**config.mk**
```make
export PLATFORM = sky130hd
export DESIGN_NAME = router_pkt_fifo
export DESIGN_NICKNAME = d
export VERILOG_FILES = /design/src/rtl/router_pkg.sv /design/src/rtl/router_fifo_mem.sv /design/src/rtl/router_pkt_fifo.sv
export SDC_FILE = /design/constraint.sdc
export NUM_CORES = 1
export LEC_CHECK = 0
export BUFFER_PORTS_ARGS = -buffer_cell sky130_fd_sc_hd__buf_2
export CAP_MARGIN = 20
export CORE_UTILIZATION = 65
export CTS_CLUSTER_SIZE = 25
export DETAILED_ROUTE_END_ITERATION = 6
export MAX_ROUTING_LAYER = met4
export PLACE_DENSITY = 0.84
export SETUP_SLACK_MARGIN = 0.05
export SYNTH_ARGS = -nofsm -noshare
export SYNTH_HDL_FRONTEND = slang
export SYNTH_SLANG_ARGS = --single-unit
```
**constraint.sdc**
```tcl
create_clock -name clk -period 7.1 [get_ports clk]
set_input_delay 0.71 -clock clk [delete_from_list [all_inputs] [get_ports clk]]
set_output_delay 0.71 -clock clk [all_outputs]
set_load 0.05 [all_outputs]
```
**src/rtl/router_pkg.sv**
```systemverilog
// Shared defaults and packet-tracking state encoding for the router output-port FIFO.
package router_pkg;

    localparam int DATA_W_DEF  = 8;
    localparam int LEN_LSB_DEF = 2;
    localparam int LEN_MSB_DEF = 7;

    typedef enum logic {
        IDLE   = 1'b0,
        IN_PKT = 1'b1
    } pkt_state_e;

endpackage

```
**src/rtl/router_fifo_mem.sv**
```systemverilog
// Simple dual-port storage: synchronous write, combinational read.
module router_fifo_mem #(
    parameter int WIDTH = 9,
    parameter int DEPTH = 16
) (
    input  logic                     clk,
    input  logic                     we_i,
    input  logic [$clog2(DEPTH)-1:0] waddr_i,
    input  logic [WIDTH-1:0]         wdata_i,
    input  logic [$clog2(DEPTH)-1:0] raddr_i,
    output logic [WIDTH-1:0]         rdata_o
);

    logic [WIDTH-1:0] mem_q [DEPTH];

    always_ff @(posedge clk) begin
        if (we_i) begin
            mem_q[waddr_i] <= wdata_i;
        end
    end

    assign rdata_o = mem_q[raddr_i];

endmodule

```
**src/rtl/router_pkt_fifo.sv**
```systemverilog
// Packet-aware per-output-port FIFO: stores header-tagged bytes, tracks packet
// boundaries from the header length field and flags framing errors on the read side.
module router_pkt_fifo
    import router_pkg::*;
#(
    parameter int DATA_W   = DATA_W_DEF,
    parameter int DEPTH    = 16,
    parameter int LEN_LSB  = LEN_LSB_DEF,
    parameter int LEN_MSB  = LEN_MSB_DEF,
    parameter int AF_LEVEL = 14
) (
    input  logic                   clk,
    input  logic                   resetn,
    input  logic                   soft_reset,
    input  logic                   write_enb,
    input  logic                   read_enb,
    input  logic                   lfd_state,
    input  logic [DATA_W-1:0]      datain,
    output logic                   full,
    output logic                   almost_full,
    output logic                   empty,
    output logic [$clog2(DEPTH):0] level,
    output logic [DATA_W-1:0]      dataout,
    output logic                   dout_valid,
    output logic                   sop_out,
    output logic                   eop_out,
    output logic                   pkt_err
);

    localparam int AW    = $clog2(DEPTH);
    localparam int LW    = AW + 1;
    localparam int LEN_W = LEN_MSB - LEN_LSB + 1;
    localparam int RW    = LEN_W + 1;

    logic [AW-1:0]     wr_ptr_q, rd_ptr_q;
    logic [LW-1:0]     level_q;
    logic              tag_q;
    pkt_state_e        state_q, state_d;
    logic [RW-1:0]     remain_q, remain_d;
    logic [DATA_W-1:0] dataout_q;
    logic              dout_valid_q;
    logic              sop_q, sop_d;
    logic              eop_q, eop_d;
    logic              err_q, err_d;

    logic              wr_ok, rd_ok;
    logic [DATA_W:0]   rd_entry;
    logic              rd_hdr;
    logic [RW-1:0]     hdr_remain;

    router_fifo_mem #(
        .WIDTH (DATA_W + 1),
        .DEPTH (DEPTH)
    ) u_mem (
        .clk     (clk),
        .we_i    (wr_ok),
        .waddr_i (wr_ptr_q),
        .wdata_i ({tag_q, datain}),
        .raddr_i (rd_ptr_q),
        .rdata_o (rd_entry)
    );

    assign full        = (level_q == LW'(DEPTH));
    assign empty       = (level_q == '0);
    assign almost_full = (level_q >= LW'(AF_LEVEL));
    assign level       = level_q;

    assign wr_ok = write_enb & ~full;
    assign rd_ok = read_enb & ~empty;

    assign rd_hdr     = rd_entry[DATA_W];
    // Payload plus the trailing parity byte.
    assign hdr_remain = {1'b0, rd_entry[LEN_MSB:LEN_LSB]} + RW'(1);

    always_comb begin
        state_d  = state_q;
        remain_d = remain_q;
        sop_d    = 1'b0;
        eop_d    = 1'b0;
        err_d    = 1'b0;
        if (rd_ok) begin
            case (state_q)
                IDLE: begin
                    if (rd_hdr) begin
                        remain_d = hdr_remain;
                        sop_d    = 1'b1;
                        state_d  = IN_PKT;
                    end else begin
                        err_d = 1'b1;
                    end
                end
                IN_PKT: begin
                    if (rd_hdr) begin
                        err_d    = 1'b1;
                        sop_d    = 1'b1;
                        remain_d = hdr_remain;
                    end else begin
                        remain_d = remain_q - RW'(1);
                        if (remain_q == RW'(1)) begin
                            eop_d   = 1'b1;
                            state_d = IDLE;
                        end
                    end
                end
                default: state_d = IDLE;
            endcase
        end
    end

    always_ff @(posedge clk or negedge resetn) begin
        if (!resetn) begin
            wr_ptr_q     <= '0;
            rd_ptr_q     <= '0;
            level_q      <= '0;
            tag_q        <= 1'b0;
            state_q      <= IDLE;
            remain_q     <= '0;
            dataout_q    <= '0;
            dout_valid_q <= 1'b0;
            sop_q        <= 1'b0;
            eop_q        <= 1'b0;
            err_q        <= 1'b0;
        end else if (soft_reset) begin
            wr_ptr_q     <= '0;
            rd_ptr_q     <= '0;
            level_q      <= '0;
            tag_q        <= 1'b0;
            state_q      <= IDLE;
            remain_q     <= '0;
            dataout_q    <= '0;
            dout_valid_q <= 1'b0;
            sop_q        <= 1'b0;
            eop_q        <= 1'b0;
            err_q        <= 1'b0;
        end else begin
            tag_q        <= lfd_state;
            state_q      <= state_d;
            remain_q     <= remain_d;
            dout_valid_q <= rd_ok;
            sop_q        <= sop_d;
            eop_q        <= eop_d;
            err_q        <= err_d;
            if (wr_ok) begin
                wr_ptr_q <= wr_ptr_q + AW'(1);
            end
            if (rd_ok) begin
                rd_ptr_q  <= rd_ptr_q + AW'(1);
                dataout_q <= rd_entry[DATA_W-1:0];
            end
            case ({wr_ok, rd_ok})
                2'b10:   level_q <= level_q + LW'(1);
                2'b01:   level_q <= level_q - LW'(1);
                default: level_q <= level_q;
            endcase
        end
    end

    assign dataout    = dataout_q;
    assign dout_valid = dout_valid_q;
    assign sop_out    = sop_q;
    assign eop_out    = eop_q;
    assign pkt_err    = err_q;

endmodule
```
=== Word level (Yosys, flattened, before mapping) ===
Memory sizes are Yosys's and may differ from the RTL's.
Cells that the tools add are included.
Widths: inputs -> output; s select.

* Equality and inequality tests: 5
* Reductions and logical operators: 5
* $add $sub $neg: 6
* Order comparisons: 1
* Multiplexer cells: 34
* Bitwise gates (word level): 5

{| class="wikitable"
|+ Operators with widths
! kind !! count
|-
| $mux 7 || 4
|-
| $mux 1 || 19
|-
| $mux 4 || 4
|-
| $mux 8 || 2
|-
| $pmux 7 s2 || 1
|-
| $pmux 5 s2 || 1
|-
| $add 4x1->4 const B || 2
|-
| $add 6x1->7 const B || 1
|-
| $eq 7x1->1 const B || 1
|-
| $sub 7x1->7 const B || 1
|-
| $add 5x1->5 const B || 1
|-
| $eq 5x5->1 const B || 1
|-
| $ge 5x4->1 const B || 1
|-
| $logic_not 5->1 || 1
|-
| $mux 5 || 1
|-
| $sub 5x1->5 const B || 1
|-
| $pmux 1 s2 || 2
|-
| $reduce_bool 2->1 || 2
|-
| $ne 3x3->1 const B || 1
|-
| $not 1->1 || 3
|-
| $reduce_bool 3->1 || 1
|-
| $and 1x1->1 || 2
|-
| $eq 2x1->1 const B || 1
|-
| $eq 2x2->1 const B || 1
|-
| $reduce_and 2->1 || 1
|}

* Input port bits: 14
* RAM bits: 144
* Bits in registers: 34
* Word-level logic and storage cells: 68
* Memories: 1

{| class="wikitable"
|+ Memory list
! memory !! words !! bits a word !! read ports !! clocked after memory_dff !! write ports !! line !! source
|-
| u_mem.mem_q || 16 || 9 || 1 || 0 || 1 || router_fifo_mem.sv:14 || <nowiki>logic [WIDTH-1:0] mem_q [DEPTH];</nowiki>
|}

=== Longest topological paths before layout ===
Gate-level depths: netlist (run 1).

* Depth after elaboration: 6
* Depth in mapped cells: 11

=== Cells and area by module ===
A second synthesis (run 1) with hierarchy kept.

* Cells, all modules: 450
* Area total of the unflattened synthesis: 7512.2 um^2

{| class="wikitable"
|+ By module, submodules not included
! module !! cells each !! sequential area each (um^2) !! times used !! area each (um^2)
|-
| router_fifo_mem || 245 || 4324.1 || 1 || 5600.4
|-
| router_pkt_fifo || 205 || 850.8 || 1 || 1911.8
|}

=== Worst setup path before layout (run 1) ===
OpenSTA, ideal clock, no wires.

* Kind: register to register
* Start point: register level_q[0], in the netlist level[0]
* End point: register level_q[4], in the netlist level[4]
* Stages on the path, launching flop included: 11
* Data arrival time: 2.831 ns
* Required time: 6.972 ns
* Clock period less this slack: 2.958 ns
* Path buffers: 0
* Setup slack: 4.142 ns
* Path through: dfrtp_1 > or4_4 > o21ai_4 > nor2_2 > xor2_1 > ha_1 > nor2_1 > o31ai_1 > a31oi_1 > mux2i_1 > mux2_1

* Word-level cells in the longest chain between the ends: 6
* Elaborated cells on any way between the ends: 13
* Those cells by class: add/sub: 2; eq/ne: 3; mux: 2; bitwise: 4; reduce/logical: 2

{| class="wikitable"
|+ Ends and longest elaborated chain
! element !! line !! source
|-
| from (decl) || router_pkt_fifo.sv:36 || <nowiki>logic [LW-1:0] level_q;</nowiki>
|-
| from (signal assigned) || router_pkt_fifo.sv:151 || <nowiki>2'b10: level_q <= level_q + LW'(1);</nowiki>
|-
| from (signal assigned) || router_pkt_fifo.sv:152 || <nowiki>2'b01: level_q <= level_q - LW'(1);</nowiki>
|-
| from (signal assigned) || router_pkt_fifo.sv:153 || <nowiki>default: level_q <= level_q;</nowiki>
|-
| $eq 5x5->1 or $logic_not 5->1 (tied branches) || router_pkt_fifo.sv:63, router_pkt_fifo.sv:64 ||
|-
| $not 1->1 (on tied branches) || router_pkt_fifo.sv:68, router_pkt_fifo.sv:69 ||
|-
| $and 1x1->1 (on tied branches) || router_pkt_fifo.sv:68, router_pkt_fifo.sv:69 ||
|-
| $eq 2x1->1 or $eq 2x2->1 (tied branches) || router_pkt_fifo.sv:150 || <nowiki>case ({wr_ok, rd_ok})</nowiki>
|-
| $pmux 5 s2 || router_pkt_fifo.sv:150 ||
|-
| $mux 5 || router_pkt_fifo.sv:123 || <nowiki>end else if (soft_reset) begin</nowiki>
|}

Parallel ways exist; a longest one is shown, timed or not.
A chain may end at the register's enable or synchronous reset.

=== Final worst setup path (run 1) ===
Same ends and word-level chain as after synthesis.

==> results_dict.tcl, run 1 <==
set metrics [dict create \
    drt_iter0_drc 417 \
    dp.cells 613 \
    final_cell_mix "144 x edfxtp_1, 35 x mux4_2, 34 x buf_2" \
    hold_viol_final 0 \
    first_pass_iters 5 \
    worstSetupPathType "reg2reg" \
    ys_types 54 \
    die_y_um 109.6 \
    crit_chain "or4_4 > o21ai_4 > nor2_2 > xor2_1 > ha_1 > nor2_1 > o31ai_1 > a31oi_1 > mux2i_1 > mux2_1" \
    place_hpwl_mm 9.366 \
    grt_pass1_vias 4190 \
    power.leakage_nw 2.987 \
    start_util_pct 67.89 \
    p_switching_mw 1.075 \
    fin_cells 646 \
    p_comb_share_pct 30.0 \
    drt-vias-per-instance 6.520 \
    coreArea_um2 11080 \
    critical_path.max_stage_delay_ns 0.60 \
    antennaDiodeCount 0 \
    clk_pin_slew_worst_paths_ns 0.07 \
    final_nets 517 \
    yosysTopAreaCellShare_pct 57.49 \
    synthFlopType "edfxtp_1" \
    die_w_um 109.6 \
    worstSkewPairLatency_ns 0.43 \
    rsz0062_at_grt "no" \
    antenna_found_initial 0 \
    slew_viol_final 0 \
    synth_seq_cells 178 \
    drt-total-wl_mm 15.34 \
    synth_edf_count 144 \
    power.density_nw_per_um2 384.5 \
    cts_resized 0 \
    ioPinCount 34 \
    die-area_um2 12000 \
    synth_area_leaders "edfxtp_1 57%, dfrtp_1 11%, mux4_2 10%" \
    clock.fmax_mhz 311.6 \
    synth-async-reset-ratio_pct 19.10 \
    avgSynthCellArea_um2 16.49 \
    p_clk_share_pct 30.6 \
    numPortBuffers 33 \
    wire_per_inst_um 23.75 \
    skew_ns 0.005800 \
    overflow 0 \
    critPathTopFamily "simple AND/OR/NAND/NOR gates" \
    dp_slack_ns 3.579 \
    startpoint_type "flop" \
    vias 4212 \
    fin_crit_sh_pct 45.19 \
    fin_util_pct 75.80 \
    synthesis.nets 480 \
    min_period_ns 3.209 \
    worstReg2RegEnd "level[4]$_DFFE_PN0P_" \
    numCtsBuffers 17 \
    maxSlewHeadroom_pct 47.27 \
    hold_path.class "in2async" \
    swShare_pct 33.29 \
    postCtsSetupRepairBufs 0 \
    required_ns 7.41 \
    fin_setup_tns_ns 0 \
    ir_worst_vdd_uv 355.5 \
    cp_slowest_cell "or4_4" \
    cp_max_fo 18 \
    drive_above_1_share_pct 22.92 \
    seqPwrFrac_pct 39.4 \
    syn_inst 456 \
    grt_pass1_wl_mm 23.54 \
    synth-seq-area-share_pct 68.81 \
    timing.rr.start "level[0]$_DFFE_PN0P_" \
    drc 0 \
    cts_tree "built" \
    nFillCells 615 \
    r2r_slack_ns 3.89 \
    yosysTopAreaCell "edfxtp_1" \
    p_int_mw 2.154 \
    root_buffer "clkbuf_16" \
    rows 38 \
    yosys_warnings 0 \
    setup.worst_path.end "level[4]$_DFFE_PN0P_" \
    worst-path-buf-inv 0 \
    worst_pin_slew_ns 0.7910 \
    cp.arrival_ns 3.52 \
    ff2ff_path_depth 10 \
    hold_slack_ns 0.3502 \
    grt_max_degree 43 \
    status "completed" \
    setup_viol 0 \
    clock_path_buffers 2 \
    drv_cap 0 \
    fin_ws_ns 3.891 \
    worst_setup_path_end_kind "flop" \
    track_usage_pct 29.31 \
    gp_congestion 0.8920 \
    crit_cells 10 \
    drt.antenna.violating_nets 0 \
    syn2layout_area_growth_pct 11.65 \
    cts_hold_buf 0 \
    cp-startpoint "level[0]$_DFFE_PN0P_" \
    synth.cell_area_um2 7521 \
    mostFrequentLayoutCell "edfxtp_1" \
    clkSinkCount 178 \
    htree_levels 4 \
]
## cells by family after synthesis
logic type	after synthesis	share of synthesized area (%)
buffers and inverters	30	2.213
AOI/OAI and AO/OA	58	5.440
muxes	46	11.98
adders and majority gates	10	1.664
xor gates and xnor gates	13	1.514
and+or+nand+nor	121	8.385
DFF	178	68.81
## worst min path at each step
| stage | start | to | slack, ns |
|---|---|---|---|
| after detailed placement | dataout[6]$_DFFE_PN0P_ | dataout[6]$_DFFE_PN0P_ | 0.52 |
| after floorplan | resetn | dataout[0]$_DFFE_PN0P_ | 0.41 |
| after global placement | remain_q[1]$_DFFE_PN0P_ | remain_q[1]$_DFFE_PN0P_ | 0.51 |
| after CTS | resetn | remain_q[4]$_DFFE_PN0P_ | 0.37 |
| after global routing | resetn | remain_q[3]$_DFFE_PN0P_ | 0.42 |
| final | resetn | remain_q[4]$_DFFE_PN0P_ | 0.35 |
## final cells by class
cell class	instances	area, µm²	share of cell area [%]
Clock buffer	17	425.4	5.066
Clock inverter	15	206.4	2.459
Inverter	11	41.29	0.4917
Multi-Input combinational cell	248	2180	25.96
Sequential cell	178	5176	61.65
Tap cell	140	175.2	2.086
Timing Repair Buffer	37	192.7	2.295
## through the flow
step / power, mW / instance area, µm²
after detailed placement: 2.240 / 7760
after global placement: 2.214 / 7760
after floorplan: 2.048 / 7521
final: 3.229 / 8397
after CTS: 3.234 / 8392
after global routing: 3.358 / 8397
## metal layers
| layer | global-route usage, % | part of all wire, % | wire [µm] |
|---|---|---|---|
| met1 | 36.83 | 39 | 5978 |
| met2 | 46.23 | 52 | 8022 |
| met3 | 7.291 | 6.5 | 993 |
| met4 | 12.10 | 2.3 | 346 |
| met5 | - | 0 | 0 |
## state kept, by name (all words and copies together) (netlist names)
name	count
pkt_err	1
rd_ptr_q	4
remain_q	7
wr_ptr_q	4
sop_out	1
state_q	1
tag_q	1
level	5
dataout	8
dout_valid	1
eop_out	1
u_mem.mem_q	144
## power groups by stage
stage	registers [mW]	logic, mW	clock network, mW
finish	1.27	0.970	0.987
global route	1.28	1.04	1.03
CTS	1.27	0.970	0.994
detailed placement	1.29	0.950	0
global placement	1.28	0.930	0
floorplan	1.39	0.656	0
## Yosys cell counts (4+ instances only)
cell type	count
clkbuf_1	8
a21oi_1	13
xnor2_1	5
and2_1	16
a22oi_1	11
dfrtp_1	34
nor2b_1	5
mux4_2	35
buf_6	4
inv_1	11
nor3_1	7
nand4_1	4
mux2i_1	9
edfxtp_1	144
ha_1	10
nand2_1	33
and4_1	4
buf_2	6
nor2_1	32
o21ai_0	6
xor2_1	8
(Power assumes the default switching activity.)
==> run 2, diff against run 1 <==
- ABC_AREA: unset -> 1
- CORE_UTILIZATION: 65 -> 55
- PLACE_DENSITY: 0.84 -> 0.75
- clock period: 7.1 -> 2.7 ns (I/O delays scaled with it)
==> results_dict.tcl, run 2 <==
set metrics [dict create \
    status "completed" \
    rsz0062_at_grt "no" \
    ir_worst_vdd_uv 782.5 \
    cp.arrival_ns 2.31 \
    worstSetupPathType "reg2reg" \
    drt_iter0_drc 621 \
    synth_seq_cells 178 \
    ys_types 38 \
    final_nets 841 \
    nFillCells 1072 \
    yosysTopAreaCell "edfxtp_1" \
    maxSlewHeadroom_pct 47.89 \
    vias 5766 \
    power_mw 8.311 \
    grt_pass1_wl_mm 29.33 \
    synth_edf_count 144 \
    drt.antenna.violating_nets 0 \
    drv_cap 0 \
    fin_cells 1010 \
    die-area_um2 14960 \
    mostFrequentLayoutCell "nand2_1" \
    final_cell_mix "216 x nand2_1, 144 x edfxtp_1, 77 x nand3_1" \
    grt_pass1_vias 5556 \
    synth_fa_ha_area_share_pct 1.571 \
    drt-vias-per-instance 5.709 \
    numPortBuffers 33 \
    synth_most_common_cell "nand2_1" \
    place_hpwl_mm 11.83 \
    synthFlopType "edfxtp_1" \
    fin_crit_sh_pct 80.48 \
    drive_above_1_share_pct 13.98 \
    power.density_nw_per_um2 933.9 \
    htree_levels 4 \
    clkSinkCount 178 \
    cp_max_fo 7 \
    synth-seq-area-share_pct 64.99 \
    grt_max_degree 52 \
    synthMuxAreaShare_pct 0 \
    antenna_found_initial 0 \
    numCtsBuffers 17 \
    coreArea_um2 13990 \
    multi_input_area_um2 2255 \
    power.leakage_nw 3.793 \
    layout.area.seq_um2 5176 \
    clk_pin_slew_worst_paths_ns 0.07 \
    synth_compound_area_share_pct 5.343 \
    die_y_um 122.3 \
    synth_top_family_by_area "simple AND/OR/NAND/NOR gates" \
    worst_setup_path_end_kind "flop" \
    postCtsSetupRepairBufs 0 \
    yosys_warnings 0 \
    dp_slack_ns 0.5611 \
    avgSynthCellArea_um2 10.37 \
    antennaDiodeCount 0 \
    drt-total-wl_mm 18.62 \
    synth.cell_area_um2 7963 \
    slew_viol_final 0 \
    first_pass_iters 7 \
    worstSkewPairLatency_ns 0.43 \
    synthesis.nets 792 \
    synth-async-reset-ratio_pct 19.10 \
    ioPinCount 34 \
    hold_viol_final 0 \
    rows 43 \
    required_ns 2.83 \
    fin_ws_ns 0.5271 \
    wire_per_inst_um 18.43 \
    overflow 0 \
    synth_area_leaders "edfxtp_1 54%, dfrtp_1 11%, nand2_1 10%" \
    fin_setup_tns_ns 0 \
    die_w_um 122.3 \
    gp_congestion 0.8392 \
    root_buffer "clkbuf_16" \
    yosysTopAreaCellShare_pct 54.31 \
    hold_path.class "in2reg" \
    startpoint_type "flop" \
    skew_ns 0.01116 \
    cts_resized 0 \
    regMostFlops "u_mem.mem_q" \
    dp.cells 977 \
    syn2layout_area_growth_pct 11.77 \
    cts_tree "built" \
    min_period_ns 2.173 \
    start_util_pct 56.92 \
    netlist_top_cells_count "216 x nand2_1, 144 x edfxtp_1, 77 x nand3_1" \
    drc 0 \
    worst_pin_slew_ns 0.7817 \
    synth_xor_area_share_pct 0.6600 \
    syn_inst 768 \
    clock_path_buffers 2 \
    track_usage_pct 27.57 \
    clock.fmax_mhz 460.2 \
    largest_reg_flops 144 \
    setup_viol 0 \
    yosys.area_share.simple_pct 20.74 \
]
==> run 2: changes by cell type after synthesis, sizes merged, moves of 9 or more <==
cell	previous run	this run
nand2	33	224
nand3	4	81
inv	11	76
o21ai	12	52
nor2	33	71
mux4	35	0
and2	16	0
buf	11	26
a22oi	13	0
mux2i	9	0
==> run 2: metal layers <==
layer,vias to the layer above,wire [µm],global-route usage (%)
li1,2671,-,-
met1,2791,7461,33.74
met4,0,573,12.27
met2,264,9227,43.47
met3,40,1352,6.738
met5,-,0,-
==> run 2: metrics by stage <==
step | instance area, µm² | util (%) | hold slack [ns]
6_report | 8900 | 63.62 | 0.07987
5_1_grt | 8900 | 63.62 | 0.07181
4_1_cts | 8900 | 63.62 | 0.05433
3_5_place_dp | 8330 | 59.55 | 0.3946
3_3_place_gp | 8330 | 59.55 | 0.3844
2_1_floorplan | 7963 | - | -0.02559
==> run 2: critical path: stages, from the launching register on <==
cell	delay (ns)
dfrtp_1	0.41
inv_1	0.11
nand4_1	0.15
nand2_2	0.10
inv_2	0.14
nand2_1	0.15
nor2_1	0.55
buf_4	0.28
==> run 2: cells by family after synthesis <==
group                    count (synthesis)
AO/OA/AOI/OAI                           76
flip-flops                             178
AND/OR/NAND/NOR                        389
buffers and inverters                  109
XOR/XNOR                                 6
adder cells (fa/ha/maj)                 10
==> run 2: what timing repair did <==
item | in CTS | in global routing
hold endpoints to repair | 34 | 0
endpoints found under the setup margin | 0 | 0
hold buffers | 1 | 0
==> run 2: final timing paths <==
check / to / cells after the start / start / slack (ns)
setup / recovery: u_mem.mem_q[14][7]$_DFFE_PP_ / 7 / level[0]$_DFFE_PN0P_ / 0.53
hold / removal: tag_q$_DFF_PN0_ / 3 / lfd_state / 0.08
setup reg to reg: u_mem.mem_q[14][7]$_DFFE_PP_ / 7 / level[0]$_DFFE_PN0P_ / 0.53
hold reg to reg: dataout[3]$_DFFE_PN0P_ / 2 / dataout[3]$_DFFE_PN0P_ / 0.52
max in group asynchronous: rd_ptr_q[0]$_DFFE_PN0P_ / 2 / resetn / 1.71
min in group asynchronous: rd_ptr_q[0]$_DFFE_PN0P_ / 2 / resetn / 0.45
==> run 2: area by class of cell <==
cell class	count	share of cell area (%)
multi-input combinational	481	25.33
timing repair buffer	62	4.330
clock buffer	19	4.864
sequential	178	58.16
clock inverter	13	1.420
tap	180	2.531
inverter	77	3.360
==> run 2: power by group <==
| group | switching [mW] | internal [mW] | total (mW) |
|---|---|---|---|
| clock network | 1.07 | 1.29 | 2.36 |
| logic | 1.89 | 0.750 | 2.64 |
| registers | 0.155 | 3.16 | 3.32 |
